[config.mk]
export PLATFORM = sky130hd
export DESIGN_NAME = hs_npu_layer_sequencer
export DESIGN_NICKNAME = d
export VERILOG_FILES = /design/src/rtl/hs_npu_pkg.sv /design/src/rtl/hs_npu_layer_sequencer.sv
export SDC_FILE = /design/constraint.sdc
export NUM_CORES = 1
export LEC_CHECK = 0
export BUFFER_PORTS_ARGS = -buffer_cell sky130_fd_sc_hd__buf_2
export CORE_ASPECT_RATIO = 0.9
export CORE_UTILIZATION = 53
export CTS_CLUSTER_SIZE = 14
export DETAILED_ROUTE_END_ITERATION = 16
export PLACE_DENSITY = 0.73
export SYNTH_ARGS = -nofsm -noshare
export SYNTH_HDL_FRONTEND = slang
export SYNTH_SLANG_ARGS = --single-unit
[constraint.sdc]
create_clock -name clk -period 13.6 [get_ports clk]
set_input_delay 2.72 -clock clk [delete_from_list [all_inputs] [get_ports clk]]
set_output_delay 2.72 -clock clk [all_outputs]
set_load 0.02 [all_outputs]
[src/rtl/hs_npu_pkg.sv]
// rtl/hs_npu_pkg.sv - shared descriptor, exit-code and state types for the NPU sequencer
package hs_npu_pkg;

  typedef logic [15:0] uword_t;
  typedef logic [31:0] addr_t;

  // One layer of work handed to the memory ordering unit
  typedef struct packed {
    uword_t      in_rows;
    uword_t      in_cols;
    uword_t      w_rows;
    uword_t      w_cols;
    logic        reuse;
    logic        save;
    logic        bias;
    logic        sum;
    logic [4:0]  shift;
    logic [1:0]  act_sel;
    addr_t       base_addr;
    addr_t       result_addr;
  } layer_desc_t;

  typedef enum logic [1:0] {
    EXIT_NONE    = 2'd0,
    EXIT_OK      = 2'd1,
    EXIT_TIMEOUT = 2'd2,
    EXIT_ABORT   = 2'd3
  } exit_code_e;

  typedef enum logic [1:0] {
    IDLE      = 2'd0,
    ISSUE     = 2'd1,
    WAIT_DONE = 2'd2,
    DONE      = 2'd3
  } seq_state_e;

endpackage

[src/rtl/hs_npu_layer_sequencer.sv]
// rtl/hs_npu_layer_sequencer.sv - walks a descriptor table, issuing one layer at a time
module hs_npu_layer_sequencer
  import hs_npu_pkg::*;
#(
  parameter int MAX_LAYERS     = 4,
  parameter int TIMEOUT_CYCLES = 1_000_000,
  localparam int IDX_W = $clog2(MAX_LAYERS),
  localparam int CNT_W = IDX_W + 1
) (
  input  logic              clk,
  input  logic              rst,
  input  logic              desc_we_i,
  input  logic [IDX_W-1:0]  desc_idx_i,
  input  layer_desc_t       desc_i,
  input  logic [CNT_W-1:0]  num_layers_i,
  input  logic              start_i,
  input  logic              abort_i,
  input  logic              mo_ready_i,
  output logic              mo_valid_o,
  input  logic              finished_i,
  output layer_desc_t       layer_o,
  output logic [IDX_W-1:0]  layer_idx_o,
  output logic              busy_o,
  output logic              irq_o,
  output logic [1:0]        exit_code_o
);

  localparam int TMR_W = (TIMEOUT_CYCLES > 1) ? $clog2(TIMEOUT_CYCLES) : 1;

  layer_desc_t       table_q [MAX_LAYERS];
  seq_state_e        state_q;
  logic [CNT_W-1:0]  count_q;
  logic [TMR_W-1:0]  timer_q;
  logic              start_ok;
  logic              last_layer;
  logic [IDX_W-1:0]  next_idx;

  // A run length is usable only when it names at least one and at most MAX_LAYERS entries
  always_comb begin
    start_ok   = (num_layers_i != '0) && (num_layers_i <= CNT_W'(MAX_LAYERS));
    last_layer = ({1'b0, layer_idx_o} == (count_q - CNT_W'(1)));
    next_idx   = layer_idx_o + IDX_W'(1);
  end

  // Descriptor table: writable at any time and deliberately left out of reset
  always_ff @(posedge clk) begin
    if (desc_we_i) begin
      table_q[desc_idx_i] <= desc_i;
    end
  end

  // Sequencer FSM; layer_o is captured only on ISSUE entry so table writes cannot disturb it
  always_ff @(posedge clk) begin
    if (rst) begin
      state_q     <= IDLE;
      count_q     <= '0;
      timer_q     <= '0;
      mo_valid_o  <= 1'b0;
      busy_o      <= 1'b0;
      irq_o       <= 1'b0;
      layer_idx_o <= '0;
      exit_code_o <= EXIT_NONE;
      layer_o     <= '0;
    end else begin
      irq_o <= 1'b0;
      case (state_q)
        IDLE: begin
          if (start_i) begin
            if (start_ok) begin
              count_q     <= num_layers_i;
              layer_idx_o <= '0;
              layer_o     <= table_q[0];
              mo_valid_o  <= 1'b1;
              busy_o      <= 1'b1;
              exit_code_o <= EXIT_NONE;
              state_q     <= ISSUE;
            end else begin
              exit_code_o <= EXIT_ABORT;
              irq_o       <= 1'b1;
            end
          end
        end
        ISSUE: begin
          if (abort_i) begin
            mo_valid_o  <= 1'b0;
            busy_o      <= 1'b0;
            irq_o       <= 1'b1;
            exit_code_o <= EXIT_ABORT;
            state_q     <= DONE;
          end else if (mo_ready_i) begin
            mo_valid_o <= 1'b0;
            timer_q    <= '0;
            state_q    <= WAIT_DONE;
          end
        end
        WAIT_DONE: begin
          if (abort_i) begin
            busy_o      <= 1'b0;
            irq_o       <= 1'b1;
            exit_code_o <= EXIT_ABORT;
            state_q     <= DONE;
          end else if (finished_i) begin
            if (last_layer) begin
              busy_o      <= 1'b0;
              irq_o       <= 1'b1;
              exit_code_o <= EXIT_OK;
              state_q     <= DONE;
            end else begin
              layer_idx_o <= next_idx;
              layer_o     <= table_q[next_idx];
              mo_valid_o  <= 1'b1;
              state_q     <= ISSUE;
            end
          end else if (timer_q == TMR_W'(TIMEOUT_CYCLES - 1)) begin
            busy_o      <= 1'b0;
            irq_o       <= 1'b1;
            exit_code_o <= EXIT_TIMEOUT;
            state_q     <= DONE;
          end else begin
            timer_q <= timer_q + TMR_W'(1);
          end
        end
        DONE: begin
          state_q <= IDLE;
        end
        default: begin
          state_q <= IDLE;
        end
      endcase
    end
  end

endmodule

Word-level counts from Yosys, hierarchy flattened:

Memory sizes are Yosys's and may differ from the RTL's.
Index checks and enable logic that the tools add are counted.

* add/subtract/negate cells: 3
* mux-type cells: 59
* reduce and logical (&&, ||, !) cells: 13
* magnitude comparators: 1
* eq/ne operators: 18

Operators with widths (number)
* $mux 139: 5
* $pmux 139 s2: 1
* $mux 20: 5
* $mux 2: 20
* $pmux 20 s2: 1
* $mux 1: 21
* $add 20x1->20 const B: 1
* $eq 20x20->1 const B: 1
* $ne 2x2->1 const B: 10
* $reduce_and 6->1: 3
* $pmux 1 s3: 3
* $ne 4x4->1 const B: 2
* $pmux 2 s4: 1
* $reduce_and 7->1: 1
* $pmux 2 s3: 1
* $reduce_bool 3->1: 2
* $reduce_and 5->1: 1
* $eq 2x2->1 const B: 2
* $pmux 2 s2: 1
* $reduce_and 4->1: 1
* $reduce_bool 2->1: 2
* $eq 2x3->1: 1
* $le 3x3->1 const B: 1
* $ne 3x3->1 const B: 1
* 6 further kinds: 6

* memories: 1
* output and inout port bits: 146
* register bits after elaboration: 171
* input port bits: 151
* bits in writable memories: 556
* logic and storage cells: 115

Memory list
* table_q: depth 4, width 139, rd ports 2, clocked after memory_dff 0, write ports 1, line hs_npu_layer_sequencer.sv:30 `layer_desc_t table_q [MAX_LAYERS];`

Longest topological paths before layout:

Gate-level depths: netlist (run 1).

* depth in word-level cells: 6
* mapped depth: 10
* gate-level depth less buffers: 7

Least setup slack after synthesis (run 1):

OpenSTA, ideal clock, no wires.

* path kind: input to register
* start: input port desc_idx_i[0]
* end: memory table_q[0][0] (netlist name), enable pin
* setup time: 0.839 ns
* path buffers: 0
* slack: -0.050 ns
* data arrival time: 12.811 ns
* cell stages on the path: 1
* required time: 12.761 ns
* path through: nor3b_1

RTL lines
* from (decl): line hs_npu_layer_sequencer.sv:13 `input logic [IDX_W-1:0] desc_idx_i,`
* to (decl): line hs_npu_layer_sequencer.sv:30

No word-level cell before the write port.

Worst setup path in the final report (run 1):

* start: input port desc_idx_i[0]
* end: memory table_q[1][85] (netlist name), enable pin

No word-level cell before the write port.

==> impl_metrics.env, run 1 <==
export IMPL_status="complete, no violations"
export IMPL_yosysSeqAreaShare_pct=72.4
export IMPL_layout_common_cells="edfxtp_1, buf_2, dfxtp_1"
export IMPL_port_buffers=296
export IMPL_nets=2331
export IMPL_numCtsBuffers=72
export IMPL_max_freq_ghz=0.189
export IMPL_numClockSinks=727
export IMPL_drv_cap=0
export IMPL_slew_headroom_pct=18.8
export IMPL_path_class="in -> reg"
export IMPL_worstSetupEndpoint="table_q[1][85]"
export IMPL_total_power_w=0.00621
export IMPL_gp_congestion=0.821
export IMPL_dp_hpwl_um=34700
export IMPL_synth_top_area_share_pct=60.1
export IMPL_yosys_area_top_type="edfxtp_1"
export IMPL_fin_cells=2936
export IMPL_antenna_found_initial=17
export IMPL_clockRootBuffer="clkbuf_16"
export IMPL_synth_net_count=2076
export IMPL_core_area_um2=51700
export IMPL_placedCellCount=2788
export IMPL_async_flop_share_pct=0
export IMPL_syn_cell_area_um2=27800
export IMPL_grt_ovfl_total=0
export IMPL_grt_pass1_vias=17100
export IMPL_worst_setup_path_start_kind="input pin"
export IMPL_rr_startpoint="state_q[0]"
export IMPL_worstSkewPairLatency_ns=0.61
export IMPL_crit_top_cell="buf_4"
export IMPL_die_h_um=219
export IMPL_tns_ns=0
export IMPL_cp_required_ns=13.82
export IMPL_end_kind="flop"
export IMPL_grt_max_degree=140
export IMPL_post_cts_resized=0
export IMPL_slowest_delay_ns=0.84
export IMPL_syn_inst=1919
export IMPL_grt_pass1_wl_um=98400
export IMPL_finalSetupViolations=0
export IMPL_start_util_pct=53.7
export IMPL_hold_buffers=0
export IMPL_r2r_end="timer_q[3]"
export IMPL_worst_pin_slew_ns=1.21
export IMPL_drive_gt1_share_pct=23.7
export IMPL_design_area_um2=32200
export IMPL_yosys_warnings=0
export IMPL_postPlaceCellArea_um2=29700
export IMPL_cp_data_arrival_time_ns=5.51
export IMPL_final_common_cell="edfxtp_1"
export IMPL_cp_slowest_cell="buf_4"
export IMPL_synthFlopType="edfxtp_1"
export IMPL_drt_pass1_iterations=5
export IMPL_period_share_pct=39.0
export IMPL_post_route_min_period_ns=5.30
export IMPL_drtIter0Drc=1340
export IMPL_crit_family="buffers and inverters"
export IMPL_drc=0
export IMPL_post_cts_repair_setup_buffers=0
export IMPL_boundaryPins=297
export IMPL_rrSetupSlack_ns=9.45
export IMPL_ir_worst_vdd_mv=0.159
export IMPL_ys_types=62
export IMPL_ys_ff_latch=727
export IMPL_num_rows=79
export IMPL_critPathBufInv=3
export IMPL_fin_util_pct=62.3
export IMPL_p_leak_nw=10.7
export IMPL_syn_avg_cell_area_um2=14.5
export IMPL_finalHoldViolCount=0
export IMPL_die_w_um=243
export IMPL_track_usage_pct=24.1
export IMPL_path_cells="buf_2 > nand2_1 > nor2_4 > buf_4 > buf_4"
export IMPL_cts_max_level=3
export IMPL_area_growth_syn_to_layout_pct=15.9
export IMPL_cts_tree="built"
export IMPL_reg2regPathDepth=6
export IMPL_antenna_left=0
export IMPL_die_area_um2=53300
export IMPL_synthTopCellsByArea="edfxtp_1, dfxtp_1, mux2i_1"
export IMPL_cts_max_path_buffers=3
export IMPL_rsz0062_at_grt="false"
export IMPL_power_density_nw_per_um2=193
export IMPL_critical_path_depth=5
export IMPL_crit_path_start="desc_idx_i[0]"
export IMPL_vias=17200
export IMPL_wl_per_cell_um=22.1
export IMPL_path_clk_slew_ns=0.06
export IMPL_synth_edf_count=556
export IMPL_drt_wl_total_um=64800
export IMPL_avgViaCountPerCell=5.85
export IMPL_critical_path_max_fanout=60
export IMPL_fin_skew_ns=0.0150
export IMPL_maxSlewViolCount=0
export IMPL_hp_class="reg -> reg"
==> worst min path at each step <==
stage / slack [ns] / cells after the start / to / startpoint
after floorplan: 0.44 / 1 / timer_q[17] / timer_q[17]
after global placement: 0.44 / 2 / layer_o[70] / layer_o[70]
after detailed placement: 0.45 / 2 / layer_o[9] / layer_o[9]
after CTS: 0.45 / 2 / layer_o[9] / layer_o[9]
after global routing: 0.48 / 2 / layer_o[9] / layer_o[9]
final: 0.45 / 2 / layer_o[9] / layer_o[9]
==> sequential cells by signal, indices dropped and copies added (netlist names), 2 cells and up <==
register and flops:
layer_idx_o 2, layer_o 139, table_q 556, state_q 2
count_q 3, timer_q 20, exit_code_o 2
==> layout make-up <==
type / count / area (um^2)
Multi-Input combinational cell: 1043 / 7020
Clock buffer: 107 / 2120
Inverter: 12 / 45.0
Antenna cell: 14 / 35.0
Timing Repair Buffer: 318 / 1680
Sequential cell: 727 / 20100
Fill cell: 3846 / 19500
Tap cell: 688 / 861
Clock inverter: 27 / 295
==> cells in the mapped netlist, types with 2 or more instances <==
library cell and number:
a21oi_1 23, a221oi_1 49, a221oi_2 80, a22oi_1 11
a311oi_1 7, a31oi_1 11, and3_1 4, buf_1 9
buf_2 25, buf_4 12, buf_6 9, clkbuf_1 82
dfxtp_1 171, edfxtp_1 556, ha_1 6, inv_1 11
mux2i_1 144, nand2_1 169, nand2b_1 5, nand3_1 16
nand4_1 9, nand4b_1 3, nor2_1 149, nor2b_1 17
nor3_1 135, nor3b_1 4, o211ai_1 2, o21a_1 2
o21ai_0 141, o21ai_1 3, o21ba_2 2, o2bb2ai_1 11
o311ai_0 2, o311ai_4 2, or3_1 8, or4_1 3
==> metrics by stage <==
step | setup WS, ns | hold WS (ns)
after global routing | 8.17 | 0.484
final | 8.30 | 0.451
after global placement | 7.68 | 0.439
after floorplan | 4.35 | 0.439
after CTS | 8.30 | 0.454
after detailed placement | 7.66 | 0.446
==> tightest hold or removal path: stages (launching register included) <==
cell	delay, ns
dfxtp_1	0.30
nand2_1	0.05
a21oi_1	0.05
==> metal layers <==
layer / global-route usage [%] / vias up / share of wire, %
li1: - / 7887 / -
met1: 30.5 / 8645 / 42
met2: 40.9 / 527 / 50
met3: 5.89 / 107 / 6.1
met4: 7.65 / 14 / 2.1
met5: 0 / - / 0.13
==> report_power, final <==
part           internal [W]  total [W]  switching (W)
combinational      0.000446    0.00147        0.00102
sequential          0.00263    0.00274       0.000105
clock               0.00120    0.00200       0.000807
==> kinds of logic after synthesis <==
family / count (synthesis) / synth area share, %
flip-flops: 727 / 72.4
AND/OR/NAND/NOR: 529 / 8.47
AO/OA/AOI/OAI: 360 / 10.9
buffers and inverters: 149 / 2.53
multiplexers: 145 / 5.23
adder cells (fa/ha/maj): 6 / 0.270
XOR/XNOR: 3 / 0.122
Power figures use the tool's default switching activity.
==> run 2: changes to the inputs <==
Settings changed: CORE_UTILIZATION 53 to 55, PLACE_DENSITY 0.73 to 0.72.
Clock period 13.6 ns to 5.25 ns, I/O delays scaled along.
==> run 2 against run 1 <==
Effect of this change: register-to-register slack worse by 7.3 ns; highest routed layer unchanged; clock-buffer cell count is 11 lower; clock skew about the same; combinational power rose to 2.6 times the previous value; largest cell class unchanged.
==> impl_metrics.env, run 2 (same netlist as run 1, synthesis figures left out) <==
export IMPL_clockRootBuffer="clkbuf_16"
export IMPL_cp_data_arrival_time_ns=3.61
export IMPL_core_area_um2=49500
export IMPL_multi_input_area_um2=7020
export IMPL_rrSetupSlack_ns=2.12
export IMPL_fin_cells=2913
export IMPL_period_share_pct=59.7
export IMPL_final_common_cell="edfxtp_1"
export IMPL_slowest_delay_ns=0.99
export IMPL_fin_util_pct=65.0
export IMPL_boundaryPins=297
export IMPL_hold_start="layer_o[72]"
export IMPL_port_buffers=296
export IMPL_gp_congestion=0.793
export IMPL_drtIter0Drc=1385
export IMPL_path_cells="xnor2_2 > o311ai_4 > a211oi_4 > buf_4 > buf_4 > nor2_1 > nor3_1"
export IMPL_worst_setup_path_start_kind="flop"
export IMPL_fin_skew_ns=0.0154
export IMPL_drive_gt1_share_pct=23.8
export IMPL_grt_pass1_wl_um=100000
export IMPL_grt_pass1_vias=17600
export IMPL_path_class="reg -> reg"
export IMPL_finalSetupViolations=0
export IMPL_hold_depth=2
export IMPL_wl_per_cell_um=22.6
export IMPL_layout_common_cells="edfxtp_1, buf_2, dfxtp_1"
export IMPL_cp_slowest_cell="dfxtp_4"
export IMPL_p_sw_share_pct=31.6
export IMPL_clkPwrFrac_pct=31.8
export IMPL_power_density_nw_per_um2=502
export IMPL_post_route_min_period_ns=3.13
export IMPL_start_util_pct=56.1
export IMPL_ir_worst_vdd_mv=0.391
export IMPL_crit_family="flip-flops"
export IMPL_nets=2334
export IMPL_maxSlewViolCount=0
export IMPL_tns_ns=0
export IMPL_reg2regPathDepth=7
export IMPL_slew_headroom_pct=24.9
export IMPL_num_rows=77
export IMPL_path_clk_slew_ns=0.07
export IMPL_crit_top_cell="buf_4"
export IMPL_ff_latch_area_um2=20100
export IMPL_antenna_left=0
export IMPL_worstSkewPairLatency_ns=0.60
export IMPL_numCtsBuffers=73
export IMPL_rsz0062_at_grt="false"
export IMPL_die_area_um2=51400
export IMPL_hp_class="reg -> reg"
export IMPL_regMostFlops="table_q"
export IMPL_p_comb_share_pct=23.9
export IMPL_cts_tree="built"
export IMPL_r2r_end="layer_o[134]"
export IMPL_vias=17200
export IMPL_die_w_um=239
export IMPL_grt_ovfl_total=0
export IMPL_numClockSinks=727
export IMPL_post_cts_resized=0
export IMPL_grt_max_degree=140
export IMPL_cp_required_ns=5.73
export IMPL_switchingPower_w=0.00510
export IMPL_drt_wl_total_um=65900
export IMPL_p_leak_nw=10.7
export IMPL_seqPwrFrac_pct=44.3
export IMPL_drc=0
export IMPL_die_h_um=215
export IMPL_critPathBufInv=2
export IMPL_cts_max_path_buffers=3
export IMPL_drt_pass1_iterations=5
export IMPL_drv_cap=0
export IMPL_min_to="layer_o[72]"
export IMPL_hold_buffers=0
export IMPL_status="complete, no violations"
export IMPL_largest_reg_flops=556
export IMPL_placedCellCount=2773
export IMPL_critical_path_max_fanout=76
export IMPL_dp_hpwl_um=34200
export IMPL_nFillCells=3623
export IMPL_rr_startpoint="layer_idx_o[0]"
export IMPL_max_freq_ghz=0.319
export IMPL_avgViaCountPerCell=5.91
export IMPL_internal_power_w=0.0110
export IMPL_top_regs="table_q (556), layer_o (139), timer_q (20)"
export IMPL_post_cts_repair_setup_buffers=0
export IMPL_track_usage_pct=25.7
export IMPL_finalHoldViolCount=0
export IMPL_area_growth_syn_to_layout_pct=15.9
export IMPL_end_kind="flop"
export IMPL_antenna_found_initial=19
export IMPL_worst_pin_slew_ns=1.13
export IMPL_cts_max_level=3
export IMPL_total_power_w=0.0161
run 2: cell count changes in the layout (fill, tap and decap cells not counted):
| cell | change |
|---|---|
| buf_12 | +6 |
| buf_4 | -4 |
| bufinv_16 | +1 |
| clkbuf_1 | -5 |
| clkbuf_16 | -2 |
| clkbuf_8 | -4 |
| clkinv_1 | +3 |
| clkinv_2 | +1 |
| clkinv_4 | +1 |
| clkinvlp_4 | +2 |
| diode_2 | -5 |
run 2: worst max-delay path by stage:
stage               startpoint            end  slack [ns]  cells past startpoint
3_3_place_gp   num_layers_i[0]    layer_o[70]        2.03                      8
3_5_place_dp   num_layers_i[0]   layer_o[126]        1.96                      8
6_report        layer_idx_o[0]   layer_o[134]        2.12                      7
4_1_cts         layer_idx_o[0]   layer_o[134]        2.12                      7
2_1_floorplan        desc_we_i  table_q[1][0]         0.1                      2
5_1_grt         layer_idx_o[0]   layer_o[126]        1.95                      5
run 2: final cells by class:
class / instances / share of cell area, %
timing repair buffer: 320 / 5.49
clock inverter: 35 / 1.14
clock buffer: 96 / 6.20
inverter: 12 / 0.140
sequential: 727 / 62.5
multi-input combinational: 1043 / 21.8
antenna: 9 / 0.0700
tap: 671 / 2.61
run 2: worst min-delay path: stages, from the launching register on:
cell     delay, ns
dfxtp_1       0.31
nand2_1       0.05
a21oi_1       0.06
run 2: per-layer routing:
| metal | GRT usage, % | share of wire, % |
|---|---|---|
| met5 | 0 | 0.20 |
| met4 | 8.63 | 2.5 |
| met3 | 6.37 | 7.0 |
| met2 | 42.6 | 49 |
| met1 | 32.9 | 41 |
run 2: power by group through the flow:
stage | clock (W) | combinational, W | sequential [W]
after floorplan | 0 | 0.00223 | 0.00764
after global placement | 0 | 0.00379 | 0.00723
after detailed placement | 0 | 0.00385 | 0.00725
after CTS | 0.00521 | 0.00386 | 0.00714
after global routing | 0.00543 | 0.00418 | 0.00721
final | 0.00514 | 0.00386 | 0.00715
run 2: metrics by stage:
step	instance area, um^2	hold WS, ns	setup WS [ns]
3_3_place_gp	29800	0.443	2.03
5_1_grt	32200	0.472	1.95
3_5_place_dp	29800	0.448	1.96
2_1_floorplan	27800	0.439	0.0996
6_report	32200	0.457	2.12
4_1_cts	32200	0.457	2.12
==> run 3: changes to the inputs <==
Settings changed: CORE_UTILIZATION 55 to 53, PLACE_DENSITY 0.72 to 0.73.
Clock period 5.25 ns to 2.65 ns, I/O delays scaled along.
==> run 3 against run 2 <==
Effect of this change: clock-buffer cell count rose by 9; die area increased by 3.7%; setup slack got worse by 1.9 ns; fmax increased by 27%; sequential share of layout area shrank 1.1 points; critical path depth grew 1; clock skew grew 0.0053 ns; design area grew 1.8%; final cell count increased by 1.8%; sequential cell count is the same; hold slack lost 0.32 ns; critical path type unchanged; critical endpoint is now layer_o[11]; largest power group unchanged.
==> impl_metrics.env, run 3 (same netlist as run 1, synthesis figures left out) <==
export IMPL_fin_cells=2965
export IMPL_wl_per_cell_um=22.1
export IMPL_hp_class="in -> reg"
export IMPL_grt_pass1_wl_um=99400
export IMPL_multi_input_area_um2=7060
export IMPL_crit_path_start="count_q[0]"
export IMPL_top_regs="table_q (556), layer_o (139), timer_q (20)"
export IMPL_port_buffers=296
export IMPL_cts_max_path_buffers=3
export IMPL_die_w_um=243
export IMPL_gp_congestion=0.823
export IMPL_internal_power_w=0.0219
export IMPL_clockRootBuffer="clkbuf_16"
export IMPL_power_density_nw_per_um2=978
export IMPL_drc=0
export IMPL_regMostFlops="table_q"
export IMPL_worst_setup_path_start_kind="flop"
export IMPL_num_rows=79
export IMPL_finalHoldViolCount=0
export IMPL_max_freq_ghz=0.407
export IMPL_die_h_um=219
export IMPL_track_usage_pct=24.4
export IMPL_rr_startpoint="count_q[0]"
export IMPL_worstSkewPairLatency_ns=0.61
export IMPL_ir_worst_vdd_mv=0.779
export IMPL_reg2regPathDepth=8
export IMPL_worstSetupEndpoint="layer_o[11]"
export IMPL_status="complete, no violations"
export IMPL_rrSetupSlack_ns=0.19
export IMPL_drt_wl_total_um=65600
export IMPL_largest_reg_flops=556
export IMPL_vias=17400
export IMPL_drtIter0Drc=1404
export IMPL_rsz0062_at_grt="false"
export IMPL_worst_pin_slew_ns=0.728
export IMPL_boundaryPins=297
export IMPL_drv_cap=0
export IMPL_cp_required_ns=3.11
export IMPL_path_class="reg -> reg"
export IMPL_core_area_um2=51700
export IMPL_slew_headroom_pct=51.4
export IMPL_fin_skew_ns=0.0207
export IMPL_ff_latch_area_um2=20100
export IMPL_r2r_end="layer_o[11]"
export IMPL_post_route_min_period_ns=2.46
export IMPL_cts_max_level=3
export IMPL_layout_common_cells="edfxtp_1, buf_2, dfxtp_1"
export IMPL_avgViaCountPerCell=5.88
export IMPL_numClockSinks=727
export IMPL_critical_path_max_fanout=79
export IMPL_antenna_found_initial=14
export IMPL_drive_gt1_share_pct=25.2
export IMPL_switchingPower_w=0.0101
export IMPL_seqPwrFrac_pct=44.0
export IMPL_p_leak_nw=11.0
export IMPL_maxSlewViolCount=0
export IMPL_total_power_w=0.0320
export IMPL_area_growth_syn_to_layout_pct=17.9
export IMPL_start_util_pct=53.7
export IMPL_grt_max_degree=82
export IMPL_final_common_cell="edfxtp_1"
export IMPL_dp_hpwl_um=37400
export IMPL_p_comb_share_pct=25.0
export IMPL_drt_pass1_iterations=5
export IMPL_path_clk_slew_ns=0.06
export IMPL_cts_tree="built"
export IMPL_nFillCells=3724
export IMPL_die_area_um2=53300
export IMPL_nets=2371
export IMPL_period_share_pct=92.8
export IMPL_cp_data_arrival_time_ns=2.91
export IMPL_placedCellCount=2829
export IMPL_numCtsBuffers=72
export IMPL_post_cts_repair_setup_buffers=0
export IMPL_grt_ovfl_total=0
export IMPL_finalSetupViolations=0
export IMPL_antenna_left=0
export IMPL_end_kind="flop"
export IMPL_clkPwrFrac_pct=30.9
export IMPL_p_sw_share_pct=31.5
export IMPL_grt_pass1_vias=17300
[run 3: cell count changes in the layout (fill, tap and decap cells not counted), moves of 2 or more]
cell	delta
inv_6	+2
clkbuf_1	+3
clkinv_1	-3
buf_12	+23
buf_4	+15
clkbuf_8	+8
nand2_1	-2
diode_2	-4
nand2_8	+2
clkinv_2	-3
bufinv_16	-4
clkbuf_16	-2
[run 3: area by class of cell]
cell class,count,share of cell area (%)
flip-flops and latches,727,61.4
multi-input cells,1043,21.6
repair buffers,358,7.15
clock buffers,105,6.31
well taps,688,2.63
clock inverters,27,0.726
inverters,12,0.138
diodes,5,0.0382
[run 3: how the worst min path moves through the flow]
| stage | start | depth (start not counted) | endpoint | slack, ns |
|---|---|---|---|---|
| finish | desc_i[84] | 1 | table_q[0][84] | 0.13 |
| global route | desc_i[82] | 1 | table_q[3][82] | 0.10 |
| global placement | layer_o[17] | 2 | layer_o[17] | 0.44 |
| detailed placement | layer_o[73] | 2 | layer_o[73] | 0.45 |
| CTS | desc_i[128] | 1 | table_q[1][128] | 0.09 |
| floorplan | timer_q[17] | 1 | timer_q[17] | 0.44 |
[run 3: per-layer routing]
layer  routed length (um)  up-vias  part of all wire [%]  global-route usage, %
met4                 1810       22                   2.8                   9.18
met1                26800     8648                    41                   31.8
met5                  140        -                  0.21                      0
met3                 5000      147                   7.6                   6.26
met2                31900      654                    49                   39.5
li1                     -     7966                     -                      -
[run 3: critical path, cell delays in order (launching register included)]
cell	delay, ns
dfxtp_1	0.39
inv_1	0.07
ha_1	0.32
xnor2_2	0.21
o311ai_4	0.14
a211o_4	0.38
buf_12	0.21
a221oi_1	0.37
nor3_1	0.07
[run 3: per-stage QoR]
step	area [um^2]	setup TNS (ns)	setup slack (ns)	hold slack (ns)	util (%)
after floorplan	27800	-367.72	-1.86	0.439	-
after global placement	30400	0	0.232	0.441	58.9
after detailed placement	30400	0	0.162	0.446	58.9
after CTS	32700	0	0.162	0.0924	63.3
after global routing	32700	0	0.0679	0.100	63.3
final	32800	0	0.191	0.133	63.4
[run 3: repair_timing]
action / in CTS / in global routing
endpoints found under the hold margin: 0 / 0
setup endpoints to repair: 1 / 2
resized for setup: 0 / 1
hold buffers: 0 / 0
[run 3: power groups by stage]
| stage | Sequential (W) | Combinational, W | Clock (W) |
|---|---|---|---|
| 2_1_floorplan | 0.0151 | 0.00443 | 0 |
| 3_3_place_gp | 0.0143 | 0.00785 | 0 |
| 3_5_place_dp | 0.0143 | 0.00799 | 0 |
| 4_1_cts | 0.0141 | 0.00804 | 0.0101 |
| 5_1_grt | 0.0142 | 0.00871 | 0.0105 |
| 6_report | 0.0141 | 0.00802 | 0.00991 |
